`config.mk`:
```
export PLATFORM = sky130hd
export DESIGN_NAME = iter_shift_unit
export DESIGN_NICKNAME = d
export VERILOG_FILES = /design/src/rtl/shift_pkg.sv /design/src/rtl/shamt_clamp.sv /design/src/rtl/iter_shift_unit.sv
export SDC_FILE = /design/constraint.sdc
export NUM_CORES = 1
export LEC_CHECK = 0
export BUFFER_PORTS_ARGS = -buffer_cell sky130_fd_sc_hd__buf_2
export CORE_MARGIN = 2
export CORE_UTILIZATION = 47
export DETAILED_ROUTE_END_ITERATION = 16
export GPL_TIMING_DRIVEN = 0
export PLACE_DENSITY = 0.88
export SLEW_MARGIN = 0
export SYNTH_ARGS = -nofsm -noshare
export SYNTH_HDL_FRONTEND = slang
export SYNTH_SLANG_ARGS = --single-unit
```
`constraint.sdc`:
```
create_clock -name clk -period 1.95 [get_ports clk]
set_input_delay 0.2925 -clock clk [delete_from_list [all_inputs] [get_ports clk]]
set_output_delay 0.2925 -clock clk [all_outputs]
set_load 0.02 [all_outputs]
```
`src/rtl/shift_pkg.sv`:
```
// Shared types and helpers for the iterative shifter: FSM states, operation
// encodings and the saturated-result function used by the golden model.
package shift_pkg;

  typedef enum logic [1:0] {
    IDLE  = 2'd0,
    SHIFT = 2'd1,
    DONE  = 2'd2
  } state_e;

  // Encodings of {in_left, in_arith}; in_arith has no effect on left shifts.
  localparam logic [1:0] OP_RIGHT_LOGIC = 2'b00;
  localparam logic [1:0] OP_RIGHT_ARITH = 2'b01;
  localparam logic [1:0] OP_LEFT        = 2'b10;
  localparam logic [1:0] OP_LEFT_ALT    = 2'b11;

  // Result of a shift whose amount is at least the operand width.
  function automatic logic [63:0] sat_result(input logic [63:0] data,
                                             input int          width,
                                             input logic        left,
                                             input logic        arith);
    logic [63:0] mask;
    mask = (width >= 64) ? '1 : ((64'd1 << width) - 64'd1);
    if (!left && arith && data[width-1]) return mask;
    return '0;
  endfunction

endpackage

```
`src/rtl/shamt_clamp.sv`:
```
// Clamps a wide unsigned shift amount to the operand width. Every bit of the
// amount takes part in the compare, so very large amounts never wrap.
module shamt_clamp
  import shift_pkg::*;
#(
  parameter  int DATA_W  = 8,
  parameter  int SHAMT_W = 36,
  localparam int CNT_W   = $clog2(DATA_W + 1)
) (
  input  logic [SHAMT_W-1:0] shamt,
  output logic [CNT_W-1:0]   eff,
  output logic               sat
);

  // One guard bit above the wider of the two widths keeps the high slice legal
  // even when the amount is narrower than the counter.
  localparam int EXT_W = ((SHAMT_W > CNT_W) ? SHAMT_W : CNT_W) + 1;
  localparam logic [CNT_W-1:0] MAX_EFF = CNT_W'(DATA_W);

  logic [EXT_W-1:0] shamt_ext;
  logic             high_set;

  always_comb begin
    shamt_ext = EXT_W'(shamt);
    high_set  = |shamt_ext[EXT_W-1:CNT_W];
    sat       = high_set || (shamt_ext[CNT_W-1:0] >= MAX_EFF);
    eff       = sat ? MAX_EFF : shamt_ext[CNT_W-1:0];
  end

endmodule

```
`src/rtl/iter_shift_unit.sv`:
```
// Multi-cycle shifter: moves the operand one bit per clock until the clamped
// shift amount is used up, then holds the result until downstream takes it.
module iter_shift_unit
  import shift_pkg::*;
#(
  parameter  int DATA_W  = 8,
  parameter  int SHAMT_W = 36,
  localparam int CNT_W   = $clog2(DATA_W + 1)
) (
  input  logic               clk,
  input  logic               rst_n,
  input  logic               in_valid,
  output logic               in_ready,
  input  logic [DATA_W-1:0]  in_data,
  input  logic [SHAMT_W-1:0] in_shamt,
  input  logic               in_arith,
  input  logic               in_left,
  output logic               out_valid,
  input  logic               out_ready,
  output logic [DATA_W-1:0]  out_data,
  output logic               out_sat,
  output logic               busy
);

  state_e             state_q, state_d;
  logic [CNT_W-1:0]   cnt_q, cnt_d;
  logic [DATA_W-1:0]  work_q, work_d;
  logic [DATA_W-1:0]  out_data_q, out_data_d;
  logic               left_q, left_d;
  logic               arith_q, arith_d;
  logic               sign_q, sign_d;
  logic               sat_q, sat_d;
  logic               out_valid_q, out_valid_d;
  logic               in_ready_q, in_ready_d;

  logic [CNT_W-1:0]   eff;
  logic               sat;
  logic [DATA_W-1:0]  work_next;

  shamt_clamp #(
    .DATA_W (DATA_W),
    .SHAMT_W(SHAMT_W)
  ) u_clamp (
    .shamt(in_shamt),
    .eff  (eff),
    .sat  (sat)
  );

  // Single-bit step; arithmetic fill uses the sign captured at accept time.
  always_comb begin
    case ({left_q, arith_q})
      OP_RIGHT_ARITH: work_next = {sign_q, work_q[DATA_W-1:1]};
      OP_LEFT,
      OP_LEFT_ALT:    work_next = {work_q[DATA_W-2:0], 1'b0};
      default:        work_next = {1'b0, work_q[DATA_W-1:1]};
    endcase
  end

  always_comb begin
    state_d     = state_q;
    cnt_d       = cnt_q;
    work_d      = work_q;
    out_data_d  = out_data_q;
    left_d      = left_q;
    arith_d     = arith_q;
    sign_d      = sign_q;
    sat_d       = sat_q;
    out_valid_d = out_valid_q;
    in_ready_d  = in_ready_q;
    case (state_q)
      IDLE: begin
        if (in_valid && in_ready_q) begin
          work_d     = in_data;
          left_d     = in_left;
          arith_d    = in_arith;
          sign_d     = in_data[DATA_W-1];
          sat_d      = sat;
          cnt_d      = eff;
          in_ready_d = 1'b0;
          if (eff == '0) begin
            state_d     = DONE;
            out_valid_d = 1'b1;
            out_data_d  = in_data;
          end else begin
            state_d = SHIFT;
          end
        end
      end
      SHIFT: begin
        work_d = work_next;
        cnt_d  = cnt_q - 1'b1;
        if (cnt_q == CNT_W'(1)) begin
          state_d     = DONE;
          out_valid_d = 1'b1;
          out_data_d  = work_next;
        end
      end
      DONE: begin
        if (out_ready) begin
          state_d     = IDLE;
          out_valid_d = 1'b0;
          in_ready_d  = 1'b1;
        end
      end
      default: begin
        state_d     = IDLE;
        out_valid_d = 1'b0;
        in_ready_d  = 1'b1;
      end
    endcase
  end

  always_ff @(posedge clk or negedge rst_n) begin
    if (!rst_n) begin
      state_q     <= IDLE;
      cnt_q       <= '0;
      work_q      <= '0;
      out_data_q  <= '0;
      left_q      <= 1'b0;
      arith_q     <= 1'b0;
      sign_q      <= 1'b0;
      sat_q       <= 1'b0;
      out_valid_q <= 1'b0;
      in_ready_q  <= 1'b1;
    end else begin
      state_q     <= state_d;
      cnt_q       <= cnt_d;
      work_q      <= work_d;
      out_data_q  <= out_data_d;
      left_q      <= left_d;
      arith_q     <= arith_d;
      sign_q      <= sign_d;
      sat_q       <= sat_d;
      out_valid_q <= out_valid_d;
      in_ready_q  <= in_ready_d;
    end
  end

  assign in_ready  = in_ready_q;
  assign out_valid = out_valid_q;
  assign out_data  = out_data_q;
  assign out_sat   = sat_q;
  assign busy      = (state_q != IDLE);

endmodule

```
# After elaboration in Yosys (flattened, before gate mapping)
# Index checks and enable logic that the tools add are counted.
# totals
regBits,28
out_inout_bits,12
word_cells,60
# classes
addsub,1
n_lt_le_gt_ge,1
eq_ne,10
mux,23
bitwise,1
n_reduce_logical,14
# op_table
operator,n
$pmux 8 s2,3
$mux 8,4
$reduce_or 32->1,1
$mux 2,4
$mux 4,2
$ne 2x2->1 const B,4
$pmux 4 s2,1
$reduce_and 4->1,2
$eq 2x2->1 const B,3
$mux 1,6
$pmux 1 s3,2
$pmux 2 s3,1
$reduce_and 3->1,2
$eq 2x1->1 const B,2
$eq 4x1->1 const B,1
$ge 4x4->1 const B,1
$logic_not 4->1,1
$reduce_and 2->1,2
$reduce_bool 2->1,2
$sub 4x1->4 const B,1
$logic_not 2->1,1
$reduce_or 2->1,1
$logic_and 1x1->1,1
$logic_or 1x1->1,1
$not 1->1,1

# Logic depth before layout (Yosys ltp)
# depth
ltp_word,7
ltp_mapped,7

# Hierarchy
# From an unflattened synthesis, not the netlist that was laid out.
# hier_totals
hier_cells,161
area_unflattened_um2,1585.3
# modules_own_cells
module,n_inst,cells_per_inst,area_each_um2,seq_area_each_um2
iter_shift_unit,1,142,1470.2,701.9
shamt_clamp,1,19,115.1,0.0

# Worst setup path after synthesis
# Ideal clock, no wire load.
# synth_path
path_kind,register to register
start,register cnt_q[0]
end,"register out_data_q[0], in the netlist out_data[0]"
setup_ps,125
t_arrival_ps,1633
path_slack_ps,192
stages_incl_launch_ff,7
path_buffers,0
cell_sequence,dfrtp_1 > ha_1 > nand4bb_1 > o21ai_1 > and2_1 > a31oi_4 > mux2_2
# synth_between
elab_chain_cells,3
# synth_rtl
element,line,rtl
from (decl),iter_shift_unit.sv:26,"logic [CNT_W-1:0] cnt_q, cnt_d;"
from (signal assigned),iter_shift_unit.sv:127,cnt_q <= cnt_d;
$eq 4x1->1,iter_shift_unit.sv:92,if (cnt_q == CNT_W'(1)) begin
$ne 2x2->1 (no line),-,
$reduce_and 4->1 (no line),-,
to (signal assigned),iter_shift_unit.sv:129,out_data_q <= out_data_d;
to (decl),iter_shift_unit.sv:28,"logic [DATA_W-1:0] out_data_q, out_data_d;"
# No other way between the ends.
# A chain may end at the register's enable or synchronous reset.

# Final worst setup path
# layout_path
start,register cnt_q[1]
end,"register out_data_q[3], in the netlist out_data[3]"
# Same word-level chain as after synthesis.

==> flow_metrics.env <==
export IMPL_multi_input_area_sq_um=730.7
export IMPL_synth_fa_ha_area_share_pct=1.709
export IMPL_design_area_sq_um=1878
export IMPL_switching_share_pct=21.36
export IMPL_ant_nets=0
export IMPL_power_uw=893.8
export IMPL_ioPinCount=62
export IMPL_rows=20
export IMPL_final_setup_tns_ns=0
export IMPL_slew_limit_headroom_pct=59.89
export IMPL_grt_max_degree=29
export IMPL_yosysWarnings=0
export IMPL_internal_power_uw=702.9
export IMPL_layout_commonest_cell="buf_2"
export IMPL_vias=1308
export IMPL_cts_buffer_depth=2
export IMPL_coreArea_sq_um=3003
export IMPL_grt_ovfl_total=0
export IMPL_synth_nets=193
export IMPL_numCtsBuffers=3
export IMPL_ys_flop_type="dfrtp_1"
export IMPL_drt_wl_total_microns=3212
export IMPL_syn2layout_area_growth_pct=28.29
export IMPL_fin_ws_ns=0.1359
export IMPL_h_tree_depth=1
export IMPL_seqPwrFrac_pct=65.0
export IMPL_io_buffer_count=61
export IMPL_synthCells=141
export IMPL_register_area_sq_um=701.9
export IMPL_nets=262
export IMPL_yosys_area_share_simple_pct=19.74
export IMPL_die_area_sq_um=3577
export IMPL_crit_slowest_cell="dfrtp_1"
export IMPL_drive_gt1_share_pct=44.02
export IMPL_clock_sinks=28
export IMPL_drc_errors=0
export IMPL_clk_pin_slew_ns=0.14
export IMPL_mostFrequentLayoutCells="buf_2, dfrtp_1, nand2_1, mux2_2, nor2_1"
export IMPL_finalHoldViolations=0
export IMPL_worst_path_max_fanout=9
export IMPL_crit_buf_inv=2
export IMPL_hpwl_microns=2421
export IMPL_status="complete, no violations"
export IMPL_crit_chain="inv_1 > ha_1 > nand4bb_1 > o21ai_2 > and2_1 > a31oi_4 > buf_12 > mux2_2"
export IMPL_crit_required_ns=2.17
export IMPL_path_delay_family="flip-flops"
export IMPL_avgRoutedWirePerCell_microns=13.27
export IMPL_rsz0062_at_grt="false"
export IMPL_first_pass_iters=4
export IMPL_avgSynthCellArea_sq_um=10.38
export IMPL_grt_pass1_vias=1284
export IMPL_max_stage_delay_ns=0.39
export IMPL_crit_path_start_kind="flip-flop"
export IMPL_irDropWorstVdd_uv=362.9
export IMPL_switchingPower_uw=190.9
export IMPL_antenna_cells=0
export IMPL_cts_tree="yes"
export IMPL_place_ws_ns=-0.008065
export IMPL_die_h_microns=59.81
export IMPL_fin_crit_sh_pct=93.03
export IMPL_netlist_area_sq_um=1464
export IMPL_async_flop_share_pct=100.0
export IMPL_drtIter0Drc=60
export IMPL_viasPerCell=5.405
export IMPL_synth_xor_xnor_area_share_pct=0.5983
export IMPL_seq_area_frac_synth_pct=47.95
export IMPL_clock_fmax_mhz=551.2
export IMPL_grt_pass1_wl_microns=5382
export IMPL_final_max_slew_viol_count=0
export IMPL_synth_top_family_by_area="simple AND/OR/NAND/NOR gates"
export IMPL_initial_utilization_pct=48.75
export IMPL_hold_path_class="in2reg"
export IMPL_period_minus_slack_ns=1.814
export IMPL_end_kind="flip-flop"
export IMPL_leakagePower_uw=0.001002
export IMPL_p_clk_share_pct=26.3
export IMPL_critPathKind="reg2reg"
export IMPL_combPwrFrac_pct=8.7
export IMPL_grt_use_total_pct=19.66
export IMPL_clock_skew_ns=0.006639
export IMPL_antenna_found_initial=0
export IMPL_synth_edff_count=0
export IMPL_clk_latency_ns=0.32
export IMPL_setup_viol_count_final=0
export IMPL_synth_seq_cells=28
export IMPL_synth_mux_area_share_pct=17.78
export IMPL_clockRootBuffer="clkbuf_4"
export IMPL_tightest_slew_ns=0.6017
export IMPL_fillers=273
export IMPL_drv_cap=0
export IMPL_synth_compound_area_share_pct=9.829
export IMPL_arrival_ns=2.03
export IMPL_power_density_nw_per_um2=475.9
export IMPL_place_area_sq_um=1810
export IMPL_place_congestion=0.7663
export IMPL_fp_dieW_microns=59.81
export IMPL_synth_cell_types=36
[flip-flops by register name, indices dropped and copies added (netlist names)]
register / count
out_data: 8
work_q: 8
cnt_q: 4
state_q: 2
arith_q: 1
in_ready: 1
left_q: 1
out_sat: 1
out_valid: 1
sign_q: 1
[stage by stage]
stage                     hold WS [ns]  util [%]  std cells
after floorplan              -0.003091         -        141
after global placement          0.3378     60.29        235
after detailed placement        0.3367     60.29        235
after CTS                       0.1823     62.17        241
after global routing            0.1738     62.54        242
final                           0.1983     62.54        242
[final timing paths]
kind                       depth (start not counted)           to         from  slack [ns]
setup / recovery                                   8  out_data[3]     cnt_q[1]        0.14
hold / removal                                     2      arith_q     in_arith        0.20
setup reg to reg                                   8  out_data[3]     cnt_q[1]        0.14
hold reg to reg                                    1  out_data[5]  out_data[5]        0.52
max in group asynchronous                          2  out_data[6]        rst_n        1.06
min in group asynchronous                          2   state_q[1]        rst_n        0.49
[area by class of cell]
class | count | area share [%]
Sequential cell | 28 | 37.38
Multi-Input combinational cell | 104 | 38.91
Clock buffer | 4 | 1.399
Inverter | 4 | 0.7995
Timing Repair Buffer | 64 | 18.25
Tap cell | 33 | 2.199
Buffer | 5 | 1.066
[synthesized netlist by cell type, types with 2 or more instances]
master | number | share of area [%]
a21oi_1 | 6 | 2.1
clkbuf_1 | 4 | 1.0
dfrtp_1 | 27 | 46
ha_1 | 2 | 1.7
inv_1 | 3 | 0.77
mux2_2 | 16 | 12
mux2i_1 | 8 | 5.5
nand2_1 | 16 | 4.1
nand2b_1 | 2 | 0.85
nand3_1 | 2 | 0.68
nand4_1 | 2 | 0.85
nor2_1 | 12 | 3.1
nor3_1 | 2 | 0.68
nor4_1 | 8 | 3.4
o21ai_0 | 9 | 3.1
or2_2 | 2 | 0.85
[power by group through the flow]
stage / registers, uW / logic (uW) / clock network (uW)
final: 581 / 77.9 / 235
after global routing: 581 / 89.3 / 265
after CTS: 581 / 79.2 / 247
after detailed placement: 592 / 77.4 / 0
after global placement: 592 / 76.4 / 0
after floorplan: 592 / 13.7 / 0
[worst register-to-register path, stage by stage, from the launching register on]
cell and delay (ns):
dfrtp_1 0.39, inv_1 0.07, ha_1 0.18, nand4bb_1 0.12, o21ai_2 0.11, and2_1 0.19, a31oi_4 0.17, buf_12 0.15
mux2_2 0.34
[what timing repair did]
| action | in CTS | in global routing |
|---|---|---|
| endpoints found under the hold margin | 27 | 0 |
| hold buffers | 1 | 0 |
| buffers inserted | 1 | 1 |
| setup endpoints to repair | 7 | 4 |
| resized for setup | 0 | 2 |
[cell families after synthesis]
family | Yosys count
adder cells (fa/ha/maj) | 2
AND/OR/NAND/NOR | 55
buffers and inverters | 9
flip-flops | 28
AO/OA/AOI/OAI | 22
XOR/XNOR | 1
multiplexers | 24
[layer usage]
layer  track usage (%)  routed length (microns)
met1             24.34                     1398
met2             34.94                     1717
met3             3.247                       89
met4             5.714                        8
met5                 0                        0
(Power assumes the default switching activity.)
